File: src/rtl/cb_dina_map.sv
// Cache-bank write mapper: routes RSA/host/zero rows onto bank lanes (positive, reversed, or NEW pair).
// Optional sticky select-error flag enabled by defining CB_DINA_ERR_EN.

module cb_dina_lane #(
   parameter int X      = 4,
   parameter int RSA_DW = 16,
   parameter int LANE   = 0
) (
   input  logic [1:0]          dir,
   input  logic [1:0]          pair_sel,
   input  logic [X*RSA_DW-1:0] row,
   output logic                wea,
   output logic [RSA_DW-1:0]   data
);
   localparam logic [1:0] IDX = 2'(LANE);

   logic [1:0] a, b;

   // NEW mode: landmark bits pick which bank pair receives source lanes 0 and 1
   always_comb begin
      case (pair_sel)
         2'b11:   begin a = 2'd0; b = 2'd1; end
         2'b00:   begin a = 2'd2; b = 2'd3; end
         2'b01:   begin a = 2'd3; b = 2'd2; end
         default: begin a = 2'd1; b = 2'd0; end
      endcase
   end

   always_comb begin
      wea  = 1'b0;
      data = '0;
      case (dir)
         2'b01: begin
            wea  = 1'b1;
            data = row[LANE*RSA_DW +: RSA_DW];
         end
         2'b10: begin
            wea  = 1'b1;
            data = row[(X-1-LANE)*RSA_DW +: RSA_DW];
         end
         2'b11: begin
            if (a == IDX) begin
               wea  = 1'b1;
               data = row[0 +: RSA_DW];
            end else if (b == IDX) begin
               wea  = 1'b1;
               data = row[RSA_DW +: RSA_DW];
            end
         end
         default: ;
      endcase
   end
endmodule

module cb_dina_map #(
   parameter int X       = 4,
   parameter int L       = 4,
   parameter int RSA_DW  = 16,
   parameter int ROW_LEN = 10
) (
   input  logic                  clk,
   input  logic                  sys_rst_n,
   input  logic                  start,
   input  logic [3:0]            CB_dina_sel,
   input  logic [ROW_LEN-1:0]    landmark_num,
   input  logic [ROW_LEN-1:0]    burst_len,
   input  logic [ROW_LEN-1:0]    base_addr,
   input  logic [X*RSA_DW-1:0]   C_dout,
   input  logic [X*RSA_DW-1:0]   H_din,
   input  logic                  in_valid,
   output logic                  in_ready,
   input  logic                  CB_ready,
   output logic                  CB_ena,
   output logic [L-1:0]          CB_wea,
   output logic [ROW_LEN-1:0]    CB_addra,
   output logic [L*RSA_DW-1:0]   CB_dina,
   output logic                  busy,
   output logic                  done,
   output logic                  sel_err
);
   typedef enum logic [1:0] {IDLE, BURST, FLUSH} state_t;

   localparam logic [ROW_LEN-1:0] ONE = {{(ROW_LEN-1){1'b0}}, 1'b1};

   state_t               state, state_nxt;
   logic [3:0]           sel_q;
   logic [1:0]           lm_q;
   logic [ROW_LEN-1:0]   len_q, base_q, cnt, cnt_inc;
   logic                 done_q;
   logic [1:0]           src, dir, lane_dir;
   logic                 slot_free, self_gen, beat_go, last_beat, start_go, start_zero;
   logic [X*RSA_DW-1:0]  row;
   logic [L-1:0]         wea_nxt;
   logic [L*RSA_DW-1:0]  dina_nxt;
   logic                 unused_lm;

   assign unused_lm  = ^landmark_num[ROW_LEN-1:2];
   assign src        = sel_q[3:2];
   assign dir        = sel_q[1:0];
   assign slot_free  = !CB_ena || CB_ready;
   // Idle and zero-fill sources have no upstream: they generate beats on their own
   assign self_gen   = (src == 2'b00) || (src == 2'b11);
   assign start_go   = (state == IDLE) && start && (burst_len != '0);
   assign start_zero = (state == IDLE) && start && (burst_len == '0);
   assign beat_go    = (state == BURST) && slot_free && (self_gen || in_valid);
   assign cnt_inc    = cnt + ONE;
   assign last_beat  = beat_go && (cnt_inc == len_q);
   assign lane_dir   = (src == 2'b00) ? 2'b00 : dir;
   assign done       = done_q;

   always_comb begin
      case (src)
         2'b01:   row = C_dout;
         2'b10:   row = H_din;
         default: row = '0;
      endcase
   end

   for (genvar i = 0; i < L; i++) begin : g_lane
      cb_dina_lane #(.X(X), .RSA_DW(RSA_DW), .LANE(i)) u_lane (
         .dir      (lane_dir),
         .pair_sel (lm_q),
         .row      (row),
         .wea      (wea_nxt[i]),
         .data     (dina_nxt[i*RSA_DW +: RSA_DW])
      );
   end

   always_ff @(posedge clk or negedge sys_rst_n) begin
      if (!sys_rst_n) state <= IDLE;
      else            state <= state_nxt;
   end

   always_comb begin
      state_nxt = state;
      case (state)
         IDLE:    if (start_go)  state_nxt = BURST;
         BURST:   if (last_beat) state_nxt = FLUSH;
         FLUSH:   if (slot_free) state_nxt = IDLE;
         default: state_nxt = IDLE;
      endcase
   end

   always_comb begin
      busy     = (state != IDLE);
      in_ready = (state == BURST) && ((src == 2'b01) || (src == 2'b10)) && slot_free;
   end

   always_ff @(posedge clk or negedge sys_rst_n) begin
      if (!sys_rst_n) begin
         sel_q    <= '0;
         lm_q     <= '0;
         len_q    <= '0;
         base_q   <= '0;
         cnt      <= '0;
         done_q   <= 1'b0;
         CB_ena   <= 1'b0;
         CB_wea   <= '0;
         CB_addra <= '0;
         CB_dina  <= '0;
      end else begin
         done_q <= start_zero || ((state == FLUSH) && slot_free);
         if (start_go) begin
            sel_q  <= CB_dina_sel;
            lm_q   <= landmark_num[1:0];
            len_q  <= burst_len;
            base_q <= base_addr;
            cnt    <= '0;
         end else if (beat_go) begin
            cnt <= cnt_inc;
         end
         // Single output slot: load a new beat, else drop ena once the bank takes it
         if (beat_go) begin
            CB_ena   <= 1'b1;
            CB_wea   <= wea_nxt;
            CB_addra <= base_q + cnt;
            CB_dina  <= dina_nxt;
         end else if (CB_ready) begin
            CB_ena <= 1'b0;
         end
      end
   end

`ifdef CB_DINA_ERR_EN
   always_ff @(posedge clk or negedge sys_rst_n) begin
      if (!sys_rst_n)
         sel_err <= 1'b0;
      else if ((start_go && ((CB_dina_sel[3:2] == 2'b00) || (CB_dina_sel[1:0] == 2'b00))) ||
               ((state == IDLE) && in_valid))
         sel_err <= 1'b1;
   end
`else
   assign sel_err = 1'b0;
`endif
endmodule

File: config.mk
export PLATFORM = sky130hd
export DESIGN_NAME = cb_dina_map
export DESIGN_NICKNAME = d
export VERILOG_FILES = /design/src/rtl/cb_dina_map.sv
export SDC_FILE = /design/constraint.sdc
export NUM_CORES = 1
export LEC_CHECK = 0
export BUFFER_PORTS_ARGS = -buffer_cell sky130_fd_sc_hd__buf_4
export CAP_MARGIN = 10
export CORE_MARGIN = 2
export CORE_UTILIZATION = 55
export DETAILED_ROUTE_END_ITERATION = 8
export PLACE_DENSITY = 0.94
export SLEW_MARGIN = 25
export SYNTH_ARGS = -nofsm -noshare
export SYNTH_HDL_FRONTEND = slang
export SYNTH_SLANG_ARGS = --single-unit
File: constraint.sdc
create_clock -name clk -period 5.4 [get_ports clk]
set_input_delay 0.27 -clock clk [delete_from_list [all_inputs] [get_ports clk]]
set_output_delay 0.27 -clock clk [all_outputs]
set_load 0.03 [all_outputs]
# After elaboration in Yosys (flattened, before gate mapping)
# Cells that the tools add are included.
[classes] add_sub_neg=2 n_eq_ne=20 reduce_logical=27 n_mux=36
[op_table] cell="$pmux W16 S3" n=4
[op_table] cell="$mux W16" n=8
[op_table] cell="$pmux W64 S2" n=1
[op_table] cell="$eq A2 B2 Y1 const B" n=10
[op_table] cell="$mux W10" n=2
[op_table] cell="$pmux W2 S3" n=3
[op_table] cell="$eq A2 B1 Y1 const B" n=6
[op_table] cell="$add A10 B1 Y10 const B" n=1
[op_table] cell="$add A10 B10 Y10" n=1
[op_table] cell="$eq A10 B10 Y1" n=1
[op_table] cell="$logic_not A10 Y1" n=1
[op_table] cell="$logic_not A2 Y1" n=5
[op_table] cell="$mux W1" n=10
[op_table] cell="$reduce_bool A10 Y1" n=1
[op_table] cell="$logic_and A1 B1 Y1" n=9
[op_table] cell="$mux W2" n=4
[op_table] cell="$pmux W1 S2" n=4
[op_table] cell="$ne A2 B2 Y1 const B" n=3
[op_table] cell="$reduce_bool A2 Y1" n=3
[op_table] cell="$logic_or A1 B1 Y1" n=5
[op_table] cell="$reduce_and A3 Y1" n=1
[op_table] cell="$reduce_or A2 Y1" n=1
[op_table] cell="$logic_not A1 Y1" n=1
[totals] ff_bits=118 wordCells=96 inputBits=167 output_inout_bits=83

# Logic depth before layout (Yosys ltp)
[logic_depth] depth_word=7 ltp_mapped=10 mapped_depth_nobuf=9

# Hierarchy
# From an unflattened synthesis, not the netlist that was laid out.
[hier_totals] cells_unflattened=982 area_unflattened_um2=8630.8
[by_module_without_submodules] mod="cb_dina_map" area_each_um2=6348.6 seq_area_each_um2=2952.8 cells_each=714 n_inst=1
[by_module_without_submodules] mod="cb_dina_lane (g_lane[2].u_lane ...)" area_each_um2=595.6 seq_area_each_um2=0.0 cells_each=68 n_inst=2
[by_module_without_submodules] mod="cb_dina_lane (g_lane[0].u_lane ...)" area_each_um2=545.5 seq_area_each_um2=0.0 cells_each=66 n_inst=2

# Worst setup path after synthesis
# Ideal clock, no wire load.
[synth_timing] kind="register to register" start="register cnt[0]" end="register CB_addra[8]" synth_period_minus_slack_ns=2.074 required_ns=5.272 path_stages_with_launch=10 arrival_ns=1.946 setup_time_ns=0.128 slack_ns=3.326 n_path_buf=0 cell_sequence="dfrtp_1 -> ha_1 -> inv_1 -> fa_1 -> nor2b_1 -> o21a_1 -> o21ai_0 -> a211oi_1 -> mux2i_1 -> nand3_1"
[synth_between] elab_chain_cells=1
[synth_lines] element="start: declaration" line_no="88" text="logic [ROW_LEN-1:0] len_q, base_q, cnt, cnt_inc;"
[synth_lines] element="start signal: assignment" line_no="170" text="cnt <= cnt_inc;"
[synth_lines] element="$add A10 B10 Y10" line_no="176" text="CB_addra <= base_q + cnt;"
[synth_lines] element="end signal: assignment" line_no="176"
[synth_lines] element="end: declaration" line_no="75" text="output logic [ROW_LEN-1:0] CB_addra,"
# Every way passes these cells.
# A chain may end at the register's enable or synchronous reset.

# Final worst setup path
[layout_timing] start="register sel_q[2]" end="register CB_dina[40]"
[layout_between] elab_chain_cells=5 word_cells_on_any_way=15 classes_between="6 x eq/ne; 5 x mux; 4 x reduce/logical"
[layout_lines] element="start: declaration" line_no="86" text="logic [3:0] sel_q;"
[layout_lines] element="start signal: assignment" line_no="164" text="sel_q <= CB_dina_sel;"
[layout_lines] element="$eq A2 B2 Y1 / $eq A2 B1 Y1 (equally long branches)" line_no="112" text="case (src)"
[layout_lines] element="$pmux W64 S2" line_no="112"
[layout_lines] element="$mux W16" line_no="45" text="end else if (b == IDX) begin"
[layout_lines] element="$mux W16" line_no="42" text="if (a == IDX) begin"
[layout_lines] element="$pmux W16 S3" line_no="32" text="case (dir)"
[layout_lines] element="end signal: assignment" line_no="177" text="CB_dina <= dina_nxt;"
[layout_lines] element="end: declaration" line_no="76" text="output logic [L*RSA_DW-1:0] CB_dina,"
# Parallel ways exist; a longest one is shown, timed or not.

==> qor.yml <==
clk_path_buf_depth: 2
clock-root-buffer: "clkbuf_16"
cp-start-kind: "flip-flop"
ctsResizeCount: 0
fin_total_pwr_uw: 5930
peakVddDrop_mv: 0.836
ys_ff_latch: 118
power.density_nw_per_um2: 603
dp_hpwl_mm: 15.8
final_net_count: 1157
drt-initial-drc-count: 1191
critPathKind: "flip-flop to flip-flop"
cap_viol_max_count: 0
io-pin-count: 250
dieArea_sq_um: 14200
endpoint_kind: "flip-flop"
synth.avg_cell_area_sq_um: 9.40
final_cells: 1159
leakage_uw: 0.00436
setup_violations: 0
yosys.area.top_type: "dfrtp_1"
cts_max_level: 4
rows: 42
grt_pass1_vias: 7032
drc: 2
hold_violations: 0
wl_mm: 24.2
p_int_uw: 3250
synth_top_area_share_pct: 40.6
cts_sinks: 118
grt_pass1_wl_mm: 37.0
antenna_cells: 0
critical_path_required_ps: 5690
min_path_type: "primary input to flip-flop"
p_sw_share_pct: 45.2
crit_arrival_ps: 3450
die_w_um: 119
synth.area.top_cells: "dfrtp_1 41%, a222oi_1 8.8%, o21ai_0 6.7%"
worstMarginPinSlew_ps: 729
syn_area_sq_um: 7270
finalClockSkew_ps: 6.54
dp_cells: 1126
cts_tree: "done"
clkTransAtPathRegs_ps: 60
cts_buffers: 17
tns_ps: 0
core_area_sq_um: 13100
post-cts-setup-buffer-count: 0
start_util_pct: 55.6
synth_cell_type_count: 48
pre_cts_ws_ps: 2320
grt_usage_pct: 33.1
netlist_instances: 774
antenna_found_initial: 0
rr_worst_depth: 7
maxSlewHeadroom_pct: 51.4
fin_ws_ps: 2240
finalCritPeriodShare_pct: 58.5
ant_nets: 0
dieHeight_um: 119
yosysWarnings: 0
max_clock_freq_mhz: 317
grt_max_degree: 100
status: "complete, but fails checks"
grt-ovfl-total: 0
nFillCells: 892
post_drt_wl_per_cell_um: 20.9
io_buffers: 240
drive_gt1_share_pct: 33.7
viasPerCell: 6.42
rsz0062_at_grt: "false"
synth_nets: 959
fin_util_pct: 75.1
crit_path_max_fanout: 66
comb_power_share_pct: 55.3
period_needed_ps: 3160
firstDrtPassIters: 9
synth-seq-area-share_pct: 40.6
clkPwrFrac_pct: 21.3
clock_latency_ps: 420
final-max-slew-violation-count: 0
failed_checks: "DRC"
area.growth.synth_to_final_pct: 35.1
power_frac_seq_pct: 23.3
holdPathStages: 2
place.gp.congestion: 0.915
p_switching_uw: 2680
vias: 7440
==> path summary, 6_finish.rpt <==
| path | end | slack [ps] | from |
|---|---|---|---|
| setup / recovery | CB_dina[40] | 2240 | sel_q[2] |
| hold / removal | lm_q[0] | 70 | landmark_num[0] |
| setup reg to reg | CB_dina[40] | 2240 | sel_q[2] |
| hold reg to reg | CB_dina[3] | 480 | CB_dina[3] |
| max in group asynchronous | CB_dina[12] | 4250 | sys_rst_n |
| min in group asynchronous | len_q[8] | 280 | sys_rst_n |
==> cell usage after synthesis, drive strengths merged <==
library cell / count
ha: 17
or2: 1
nand3: 8
o21a: 4
a222oi: 64
or4: 2
clkbuf: 53
nor3b: 4
o31ai: 6
xor2: 10
a211oi: 4
nand4: 4
inv: 10
dfrtp: 118
and2: 4
xnor2: 9
or3: 1
mux2: 54
nor4: 1
conb: 1
a21o: 3
a21oi: 7
o21ai: 100
nor2b: 69
mux2i: 1
nor3: 4
nor2: 21
o2111ai: 1
buf: 19
and3: 4
nand2b: 6
a22oi: 64
fa: 1
a22o: 1
nand3b: 1
nand2: 97
==> cell type report <==
class / count / area (sq um) / area share (%)
multi-input combinational: 574 / 4050 / 41.2
sequential: 118 / 2950 / 30.1
timing repair buffer: 251 / 1920 / 19.5
clock buffer: 20 / 447 / 4.55
tap: 176 / 220 / 2.24
clock inverter: 10 / 203 / 2.06
inverter: 10 / 37.5 / 0.382
==> per-stage QoR <==
stage / instance area [sq um] / hold slack (ps)
4_1_cts: 9740 / 5.25
5_1_grt: 9830 / 57.6
3_5_place_dp: 9090 / 456
3_3_place_gp: 9090 / 446
6_report: 9830 / 70.1
2_1_floorplan: 7270 / -25.6
==> timing repair <==
action | 4_1_cts | 5_1_grt
hold buffers | 0 | 1
endpoints found under the setup margin | 0 | 0
endpoints found under the hold margin | 0 | 18
==> state kept, by name, summed over array words and instances, names as in the netlist <==
register and count:
CB_ena 1, CB_dina 64, CB_wea 4, cnt 10, done 1, len_q 10
state 2, base_q 10, sel_q 4, CB_addra 10, lm_q 2
==> routing by layer <==
layer  vias up  global-route usage [%]  part of all wire [%]
li1       3308                       -                     -
met1      3536                    42.0                    37
met2       507                    51.9                    49
met3        89                    9.20                    10
met4         0                    17.0                   4.3
met5         -                       0                     0
==> cells in the final DEF, fill, tap and decap left out, drive strengths merged, types with 2 or more instances in the layout <==
master  instances
a211oi          4
a21o            3
a21oi           7
a222oi         64
a22oi          64
and2            4
and3            4
buf           250
bufinv          6
clkbuf         20
clkinv          3
dfrtp         118
ha             17
inv            10
mux2           54
nand2          97
nand2b          6
nand3           8
nand4           4
nor2           21
nor2b          69
nor3            4
nor3b           4
o21a            4
o21ai         100
o31ai           6
or4             2
xnor2           9
xor2           10
==> worst max-delay path: stages, from the launching register on <==
cell and delay, ps:
dfrtp_1 380, inv_1 90, ha_1 290, buf_4 300, nand2b_1 290, and3_1 660, nand2b_4 520, o21ai_0 460
==> power by group through the flow <==
stage / registers [uW] / clock network [uW] / logic, uW
CTS: 1380 / 1270 / 3140
detailed placement: 1380 / 0 / 3100
finish: 1380 / 1270 / 3280
global route: 1410 / 1310 / 3490
global placement: 1370 / 0 / 3020
floorplan: 1640 / 0 / 1940
==> cells by family after synthesis <==
| logic type | count (synthesis) | synth area share (%) |
|---|---|---|
| simple gates | 227 | 16.0 |
| buf+inv | 82 | 4.59 |
| mux | 55 | 8.50 |
| other cells | 1 | 0.0516 |
| compound gates | 254 | 24.8 |
| flops | 118 | 40.6 |
| xor+xnor | 19 | 2.29 |
| fa+ha+maj | 18 | 3.20 |
Power figures use the tool's default switching activity.
